[config.mk]
export PLATFORM = sky130hd
export DESIGN_NAME = mem_load_controller
export DESIGN_NICKNAME = d
export VERILOG_FILES = /design/src/rtl/mem_load_pkg.sv /design/src/rtl/mem_load_controller_sipo_word.sv /design/src/rtl/mem_load_controller.sv
export SDC_FILE = /design/constraint.sdc
export NUM_CORES = 1
export LEC_CHECK = 0
export BUFFER_PORTS_ARGS = -buffer_cell sky130_fd_sc_hd__buf_2
export CORE_MARGIN = 8
export CORE_UTILIZATION = 59
export DETAILED_ROUTE_END_ITERATION = 8
export PLACE_DENSITY = 0.94
export RECOVER_POWER = 100
export SETUP_SLACK_MARGIN = 0.3
export SYNTH_ARGS = -nofsm -noshare
export SYNTH_HDL_FRONTEND = slang
export SYNTH_SLANG_ARGS = --single-unit
[constraint.sdc]
create_clock -name Sclk -period 5.5 [get_ports Sclk]
set_input_delay 1.375 -clock Sclk [delete_from_list [all_inputs] [get_ports Sclk]]
set_output_delay 1.375 -clock Sclk [all_outputs]
set_load 0.01 [all_outputs]
[src/rtl/mem_load_pkg.sv]
// mem_load_pkg: shared states, depths and address widths for mem_load_controller
package mem_load_pkg;
  localparam int WORD_W = 16;
  localparam int RJ_DEPTH = 16;
  localparam int COEFF_DEPTH = 512;
  localparam int X_DEPTH = 256;
  localparam int ZERO_LIMIT = 800;
  localparam int RJ_AW = 4;
  localparam int COEFF_AW = 9;
  localparam int X_AW = 8;
  localparam int ZERO_CNT_W = 10;
  localparam int BIT_CNT_W = 5;
  typedef enum logic [2:0] {IDLE, LOAD_RJ, LOAD_COEFF, WORKING, SLEEPING} load_state_t;
endpackage

[src/rtl/mem_load_controller_sipo_word.sv]
// sipo_word: MSB-first serial-to-parallel word with Frame resync and word_done on the last bit
module sipo_word
  import mem_load_pkg::*;
(
  input  logic              clk,
  input  logic              rst_n,
  input  logic              frame,
  input  logic              bit_en,
  input  logic              din,
  output logic [WORD_W-1:0] word_next,
  output logic              word_done
);
  logic [WORD_W-2:0] sh;
  logic [BIT_CNT_W-1:0] cnt;
  always_comb begin
    word_next = {sh, din};
    word_done = bit_en && !frame && cnt == BIT_CNT_W'(WORD_W - 1);
  end
  always_ff @(posedge clk or negedge rst_n)
    if (!rst_n) begin
      sh <= '0;
      cnt <= '0;
    end else if (bit_en && (frame || cnt != '0)) begin
      sh <= word_next[WORD_W-2:0];
      cnt <= frame ? BIT_CNT_W'(1) : word_done ? '0 : cnt + BIT_CNT_W'(1);
    end
endmodule

[src/rtl/mem_load_controller.sv]
// mem_load_controller: loads rj, coeff and sample memories from two serial channels; MEM_LOAD_SLEEP_EN enables all-zero sleep
module mem_load_controller
  import mem_load_pkg::*;
(
  input  logic                Sclk,
  input  logic                Clear_n,
  input  logic                Frame,
  input  logic                bit_en,
  input  logic                InputL,
  input  logic                InputR,
  output logic [WORD_W-1:0]   rjL_wdata,
  output logic [WORD_W-1:0]   rjR_wdata,
  output logic [RJ_AW-1:0]    rj_waddr,
  output logic                rj_we,
  output logic [WORD_W-1:0]   coeff_wdataL,
  output logic [WORD_W-1:0]   coeff_wdataR,
  output logic [COEFF_AW-1:0] coeff_waddr,
  output logic                coeff_we,
  output logic [WORD_W-1:0]   inL_wdata,
  output logic [WORD_W-1:0]   inR_wdata,
  output logic [X_AW-1:0]     in_waddr,
  output logic                in_we,
  output logic                en_FIR,
  output logic                sleep_flag,
  output logic [2:0]          load_state
);
  load_state_t state;
  logic [WORD_W-1:0] word_l, word_r;
  logic done_l, done_r, done;
  sipo_word u_sipo_l (.clk(Sclk), .rst_n(Clear_n), .frame(Frame), .bit_en, .din(InputL), .word_next(word_l), .word_done(done_l));
  sipo_word u_sipo_r (.clk(Sclk), .rst_n(Clear_n), .frame(Frame), .bit_en, .din(InputR), .word_next(word_r), .word_done(done_r));
  assign done = done_l & done_r;
  assign load_state = state;
`ifdef MEM_LOAD_SLEEP_EN
  logic zero;
  logic [ZERO_CNT_W-1:0] zero_cnt;
  assign zero = ~|{word_l, word_r};
`else
  assign sleep_flag = 1'b0;
`endif
  always_ff @(posedge Sclk or negedge Clear_n)
    if (!Clear_n) begin
      state <= IDLE;
      rjL_wdata <= '0;
      rjR_wdata <= '0;
      rj_waddr <= '0;
      rj_we <= 1'b0;
      coeff_wdataL <= '0;
      coeff_wdataR <= '0;
      coeff_waddr <= '0;
      coeff_we <= 1'b0;
      inL_wdata <= '0;
      inR_wdata <= '0;
      in_waddr <= '0;
      in_we <= 1'b0;
      en_FIR <= 1'b0;
`ifdef MEM_LOAD_SLEEP_EN
      sleep_flag <= 1'b0;
      zero_cnt <= '0;
`endif
    end else begin
      rj_we <= 1'b0;
      coeff_we <= 1'b0;
      in_we <= 1'b0;
      en_FIR <= in_we;
      if (rj_we) rj_waddr <= rj_waddr + RJ_AW'(1);
      if (coeff_we) coeff_waddr <= coeff_waddr + COEFF_AW'(1);
      if (in_we) in_waddr <= in_waddr + X_AW'(1);
      case (state)
        IDLE: if (Frame && bit_en) state <= LOAD_RJ;
        LOAD_RJ: begin
          if (done) begin
            rj_we <= 1'b1;
            rjL_wdata <= word_l;
            rjR_wdata <= word_r;
          end
          if (rj_we && rj_waddr == RJ_AW'(RJ_DEPTH - 1)) state <= LOAD_COEFF;
        end
        LOAD_COEFF: begin
          if (done) begin
            coeff_we <= 1'b1;
            coeff_wdataL <= word_l;
            coeff_wdataR <= word_r;
          end
          if (coeff_we && coeff_waddr == COEFF_AW'(COEFF_DEPTH - 1)) state <= WORKING;
        end
        WORKING: begin
          if (done) begin
            in_we <= 1'b1;
            inL_wdata <= word_l;
            inR_wdata <= word_r;
`ifdef MEM_LOAD_SLEEP_EN
            zero_cnt <= !zero ? '0 : zero_cnt == ZERO_CNT_W'(ZERO_LIMIT) ? zero_cnt : zero_cnt + ZERO_CNT_W'(1);
`endif
          end
`ifdef MEM_LOAD_SLEEP_EN
          if (in_we && zero_cnt == ZERO_CNT_W'(ZERO_LIMIT)) begin
            state <= SLEEPING;
            sleep_flag <= 1'b1;
          end
`endif
        end
`ifdef MEM_LOAD_SLEEP_EN
        SLEEPING: if (done && !zero) begin
          in_we <= 1'b1;
          inL_wdata <= word_l;
          inR_wdata <= word_r;
          zero_cnt <= '0;
          sleep_flag <= 1'b0;
          state <= WORKING;
        end
`endif
        default: state <= IDLE;
      endcase
    end
endmodule

==> results of run 1 <==
==> sequential cells by signal, summed over array words and instances (netlist names), 9 cells and up <==
signal        count
coeff_waddr       9
coeff_wdataL     16
coeff_wdataR     16
inL_wdata        16
inR_wdata        16
rjL_wdata        16
rjR_wdata        16
u_sipo_l.sh      15
u_sipo_r.sh      15
==> metal layers <==
| metal | part of all wire, % | wire (um) | vias to the layer above |
|---|---|---|---|
| li1 | - | - | 1766 |
| met1 | 41 | 5790 | 2022 |
| met2 | 50 | 7050 | 143 |
| met3 | 6.7 | 947 | 25 |
| met4 | 2.1 | 298 | 0 |
| met5 | 0 | 0 | - |
==> worst max-delay path, delay by kind of cell <==
kind / cells / cell delay [ns]
multiplexers: 1 / 0.73
AND/OR/NAND/NOR: 3 / 1.53
buffers and inverters: 1 / 0.19
==> cell families after synthesis <==
family                   Yosys count  share of synthesized area, %
AO/OA/AOI/OAI                     20                          2.04
XOR/XNOR                          18                          2.31
adder cells (fa/ha/maj)           12                          2.20
buffers and inverters             34                          3.16
flip-flops                       163                          59.9
multiplexers                     132                          26.6
other                              1                        0.0551
AND/OR/NAND/NOR                   46                          3.73
==> final timing paths <==
check                                                to  cells after the start
setup / recovery           coeff_wdataL[15]$_DFFE_PN0P_                      5
hold / removal                  in_waddr[7]$_DFFE_PN0P_                      1
setup reg to reg           coeff_wdataL[15]$_DFFE_PN0P_                      5
hold reg to reg                 in_waddr[7]$_DFFE_PN0P_                      1
max in group asynchronous   coeff_wdataR[1]$_DFFE_PN0P_                      2
min in group asynchronous      rjR_wdata[6]$_DFFE_PN0P_                      1
==> cell type report <==
cell class              count  area [um2]  area share [%]
clock buffers              21         450            5.87
inverters                  15        56.3           0.734
multi-input cells         230        2170            28.3
repair buffers            130         503            6.56
clock inverters            11         230            3.00
well taps                 143         179            2.33
flip-flops and latches    163        4080            53.2
==> report_power, final <==
group	switching, mW	total, mW	internal, mW
logic	0.110	0.241	0.131
clock network	0.449	1.35	0.906
registers	0.151	1.48	1.33
==> Yosys cell counts (7+ instances only) <==
master	number
nand2_1	12
inv_1	15
ha_1	12
mux2_2	44
buf_6	9
dfrtp_1	163
buf_2	7
xor2_1	7
mux2_4	87
xnor2_1	11
nand4_1	9
nor2_1	8
==> metrics by stage <==
stage / setup WS (ns) / cell area, um2 / hold WS, ns / std cells / total power, mW
3_3_place_gp: 2.36 / 7500 / 0.454 / 681 / 1.73
4_1_cts: 2.71 / 8180 / 0.473 / 713 / 3.13
2_1_floorplan: 2.80 / 6810 / 0.455 / 427 / 1.65
6_report: 1.95 / 7670 / 0.477 / 713 / 3.07
3_5_place_dp: 2.26 / 7500 / 0.466 / 681 / 1.77
5_1_grt: 1.71 / 7670 / 0.501 / 713 / 3.19
==> qor.csv, run 1 <==
metric,value,unit
final_nets,575,
die_y,123,um
critical_path_peak_fanout,33,
crit_start,Frame,
antenna_cells,0,
yosysTopAreaCell,dfrtp_1,
synth_async_sr_flop_share,100,%
grt.met1_usage,24.5,%
timing.fmax,282,MHz
cp-end-kind,flop,
finalCritPeriodShare,64.6,%
hpwl,9730,um
slowest_delay,0.98,ns
routed_via_density,5.55,
grt_use_total,19.6,%
syn_inst,426,
ir_drop,0.000230,V
nFillCells,914,
io_pins,131,
syn_avg_cell_area,16.0,um2
met2_usage,31.6,%
synth_top_area_share,59.9,%
grt_max_degree,83,
ys_types,34,
ys_ff_latch,163,
crit_chain,clkbuf_1 > nor2_1 > and4_1 > nand2_1 > mux2_1,
cts_made_buffers,17,
grt_pass1_vias,4170,
cts.sinks,163,
place_congestion,0.817,
required,5.78,ns
final_cell_mix,"dfrtp_1, clkbuf_1, mux2_1",
post-route-util,67.7,%
arrival,3.83,ns
final.setup.tns,0,ns
cts_hold_buffers,0,
cts_tree,built,
worstMarginPinSlew,2.01,ns
ys_top_cells_by_area,"dfrtp_1, mux2_4, mux2_2",
cpMaxStageDelayCell,nand2_1,
p_leak,3.89,nW
clkTransAtPathRegs,0.06,ns
die_w,123,um
vias,3956,
status,"complete, but fails checks",
drtAntennaViolNets,0,
synth_edf_count,0,
grt_use_met3,5.48,%
path_class,in2reg,
maxCapViolCount,5,
setup_violations,0,
synth_seq_area_share,59.9,%
synth_ff_type,dfrtp_1,
final-hold-violation-count,0,
grt-ovfl-total,0,
final_layout_size_suffix_gt1_share,13.2,%
wirelength,14100,um
route.detailed.drc,0,
grt_pass1_wl,22900,um
wl_per_cell,19.8,um
rsz0062_at_grt,no,
dieArea,0.0152,mm2
slew_violations,162,
firstDrtPassIters,4,
yosysWarnings,0,
initial_core_util,60.2,%
port_buffers,128,
htree_levels,4,
row_count,39,
hp-class,reg2reg,
grt_antenna_before_repair,0,
clk_latency,0.42,ns
reg2reg_slack,2.50,ns
drt_iter0_drc,220,
core,0.0113,mm2
violations,"capacitance limit, slew limit",
clock_skew,0.00594,ns
crit_path_start_kind,primary input,
r2r-start,u_sipo_r.cnt[0]$_DFFE_PN0P_,
cts_resized,0,
cts_buffer_depth,2,
period_needed,3.55,ns
top_usage_layer,met2,
holdCritStartpoint,in_waddr[7]$_DFFE_PN0P_,
power_density,401,mW/mm2
relSlewSlack,-36.0,%
layout_commonest_cell,dfrtp_1,
synthesis.area,0.00681,mm2
area_growth,12.6,%
root_buffer,clkbuf_16,
cts_setup_buffers,0,
Note: power is estimated with default switching activity, not from simulation.
==> run 2: changes to the inputs <==
ABC_AREA = 1   (was unset)
CORE_UTILIZATION = 55   (was 59)
PLACE_DENSITY = 0.89   (was 0.94)
clock period = 3.7 ns   (was 5.5 ns; I/O delays follow)
==> run 2 against run 1 <==
The run still ends with capacitance limit, slew limit left. Critical endpoint is now coeff_wdataL[3]$_DFFE_PN0P_. Global-route usage grew 2.4 points. Highest routed layer unchanged. Clock skew rose by 0.00052 ns. Critical path type is now reg2reg. Synthesized cell count increased by 79%. Largest cell class unchanged.
==> qor.csv, run 2 <==
metric,value,unit,change
status,"complete, but fails checks",,
violations,"capacitance limit, slew limit",,
relSlewSlack,-19.5,%,+17 points
synth_ff_type,dfrtp_1,,
die_y,128,um,+3.6%
syn_avg_cell_area,9.02,um2,-44%
final_area,0.00806,mm2,+5.2%
core,0.0124,mm2,+9.7%
die_w,128,um,+3.6%
grt_max_degree,74,,-11%
row_count,41,,+5.1%
synth_common_cells,"nand2_1, dfrtp_1, nand4_1, clkbuf_1, inv_1",,
grt_pass1_vias,5689,,+36%
finalCritPeriodShare,80.0,%,
synth_most_common_cell,nand2_1,,
final_cell_mix,"nand2_1, dfrtp_1, clkbuf_1",,
syn_inst,763,,+79%
layout_commonest_cell,nand2_1,,
cts.sinks,163,,unchanged
firstDrtPassIters,7,,+3
clock_skew,0.00646,ns,+0.000524 ns
routed_via_density,5.57,,+0.39%
path_class,reg2reg,,
rsz0062_at_grt,no,,
synth_edf_count,0,,unchanged
drt_iter0_drc,709,,+220%
arrival,3.26,ns,-0.57 ns
setup_violations,0,,unchanged
ir_drop,0.000318,V,+38%
required,4.00,ns,-1.78 ns
crit_path_start_kind,flop,,
worstMarginPinSlew,1.79,ns,-0.222 ns
synth_seq_area_share,59.3,%,-0.64 points
grt_pass1_wl,28900,um,+26%
wl_per_cell,16.8,um,-15%
power.total,4.62,mW,+50%
final_nets,894,,+55%
cp_common_cell,nand2_1,,
crit_chain,ha_1 > nand2_1 > nor3_4 > clkbuf_2 > nand3_1 > buf_4 > nand2_1 > nand2_1,,
final-hold-violation-count,0,,unchanged
final_cells,1061,,+49%
cpMaxStageDelayCell,clkbuf_2,,
cts_setup_buffers,0,,unchanged
synth_async_sr_flop_share,100,%,unchanged
place_congestion,0.871,,+6.6%
hpwl,11700,um,+21%
setup_ws,0.739,ns,-1.21 ns
final_layout_size_suffix_gt1_share,5.17,%,-8.0 points
power_density,573,mW/mm2,+43%
slowest_delay,0.76,ns,-0.22 ns
antenna_cells,0,,unchanged
grt_use_total,22.0,%,+2.4 points
cts_made_buffers,17,,unchanged
timing.fmax,338,MHz,
cts_tree,built,,
dp_cells,1029,,+51%
area_growth,17.1,%,
htree_levels,4,,unchanged
ys_ff_latch,163,,unchanged
synthesis.area,0.00688,mm2,+1.1%
io_pins,131,,unchanged
wirelength,17800,um,+27%
ys_top_cells_by_area,"dfrtp_1, nand2_1, nand4_1",,
dpl_cell_area,0.00767,mm2,+2.2%
route.detailed.drc,0,,unchanged
hp-class,reg2reg,,
cts_resized,0,,unchanged
drtAntennaViolNets,0,,unchanged
finalHoldWorstSlack,0.469,ns,-0.00739 ns
initial_core_util,55.5,%,-4.7 points
critical_path_peak_fanout,49,,+48%
slew_violations,73,,-55%
p_leak,4.27,nW,+9.6%
cp-end-kind,flop,,
root_buffer,clkbuf_16,,
port_buffers,128,,unchanged
final.setup.tns,0,ns,unchanged
clk_latency,0.42,ns,about the same
yosysTopAreaCell,dfrtp_1,,
period_needed,2.96,ns,
grt-ovfl-total,0,,unchanged
post-route-util,65.0,%,-2.8 points
vias,5910,,+49%
cts_buffer_depth,2,,unchanged
yosysWarnings,0,,unchanged
ys_types,26,,-24%
maxCapViolCount,1,,-4
synth_top_area_share,59.3,%,-0.64 points
grt_antenna_before_repair,0,,unchanged
dieArea,0.0164,mm2,+7.3%
cts_hold_buffers,0,,unchanged
clkTransAtPathRegs,0.06,ns,about the same
dpl_worst_slack,1.10,ns,-1.16 ns
[run 2: layout make-up]
class	instances	area (um2)
fill	1032	4350
sequential	163	4080
multi-input combinational	520	2480
timing repair buffer	143	586
clock buffer	23	488
tap	172	215
inverter	31	116
clock inverter	9	103
[run 2: cells by family after synthesis]
logic type | after synthesis | share of synthesized area [%]
xor gates and xnor gates | 15 | 1.91
and+or+nand+nor | 473 | 30.4
AOI/OAI and AO/OA | 16 | 1.20
muxes | 2 | 0.327
adders and majority gates | 12 | 2.18
DFF | 163 | 59.3
other | 1 | 0.0545
buffers and inverters | 81 | 4.67
[run 2: where the power goes]
part	switching (mW)	leakage [nW]	total (mW)	internal, mW
Clock	0.677	0.285	1.74	1.06
Sequential	0.285	2.24	2.25	1.97
Combinational	0.457	1.74	0.632	0.176
[run 2: final timing paths]
| path | from | slack (ns) | cells past startpoint | endpoint |
|---|---|---|---|---|
| hold / removal | rjL_wdata[13]$_DFFE_PN0P_ | 0.47 | 2 | rjL_wdata[13]$_DFFE_PN0P_ |
| min in group asynchronous | Clear_n | 0.98 | 1 | rjL_wdata[9]$_DFFE_PN0P_ |
| hold reg to reg | rjL_wdata[13]$_DFFE_PN0P_ | 0.47 | 2 | rjL_wdata[13]$_DFFE_PN0P_ |
| setup / recovery | u_sipo_r.cnt[0]$_DFFE_PN0P_ | 0.74 | 8 | coeff_wdataL[3]$_DFFE_PN0P_ |
| setup reg to reg | u_sipo_r.cnt[0]$_DFFE_PN0P_ | 0.74 | 8 | coeff_wdataL[3]$_DFFE_PN0P_ |
| max in group asynchronous | Clear_n | 1.22 | 2 | inR_wdata[13]$_DFFE_PN0P_ |
[run 2: critical path, delay by kind of cell, from the launching register on]
kind / cells / cell delay [ns]
adders and majority gates: 1 / 0.19
buffers and inverters: 2 / 1.18
DFF: 1 / 0.41
and+or+nand+nor: 5 / 1.06
[run 2: per-layer routing]
layer / vias up / wire [um] / part of all wire (%) / track usage, %
li1: 2731 / - / - / -
met1: 2864 / 7270 / 41 / 27.8
met2: 277 / 8900 / 50 / 36.3
met3: 38 / 1270 / 7.1 / 4.53
met4: 0 / 399 / 2.2 / 9.02
met5: - / 0 / 0 / 0
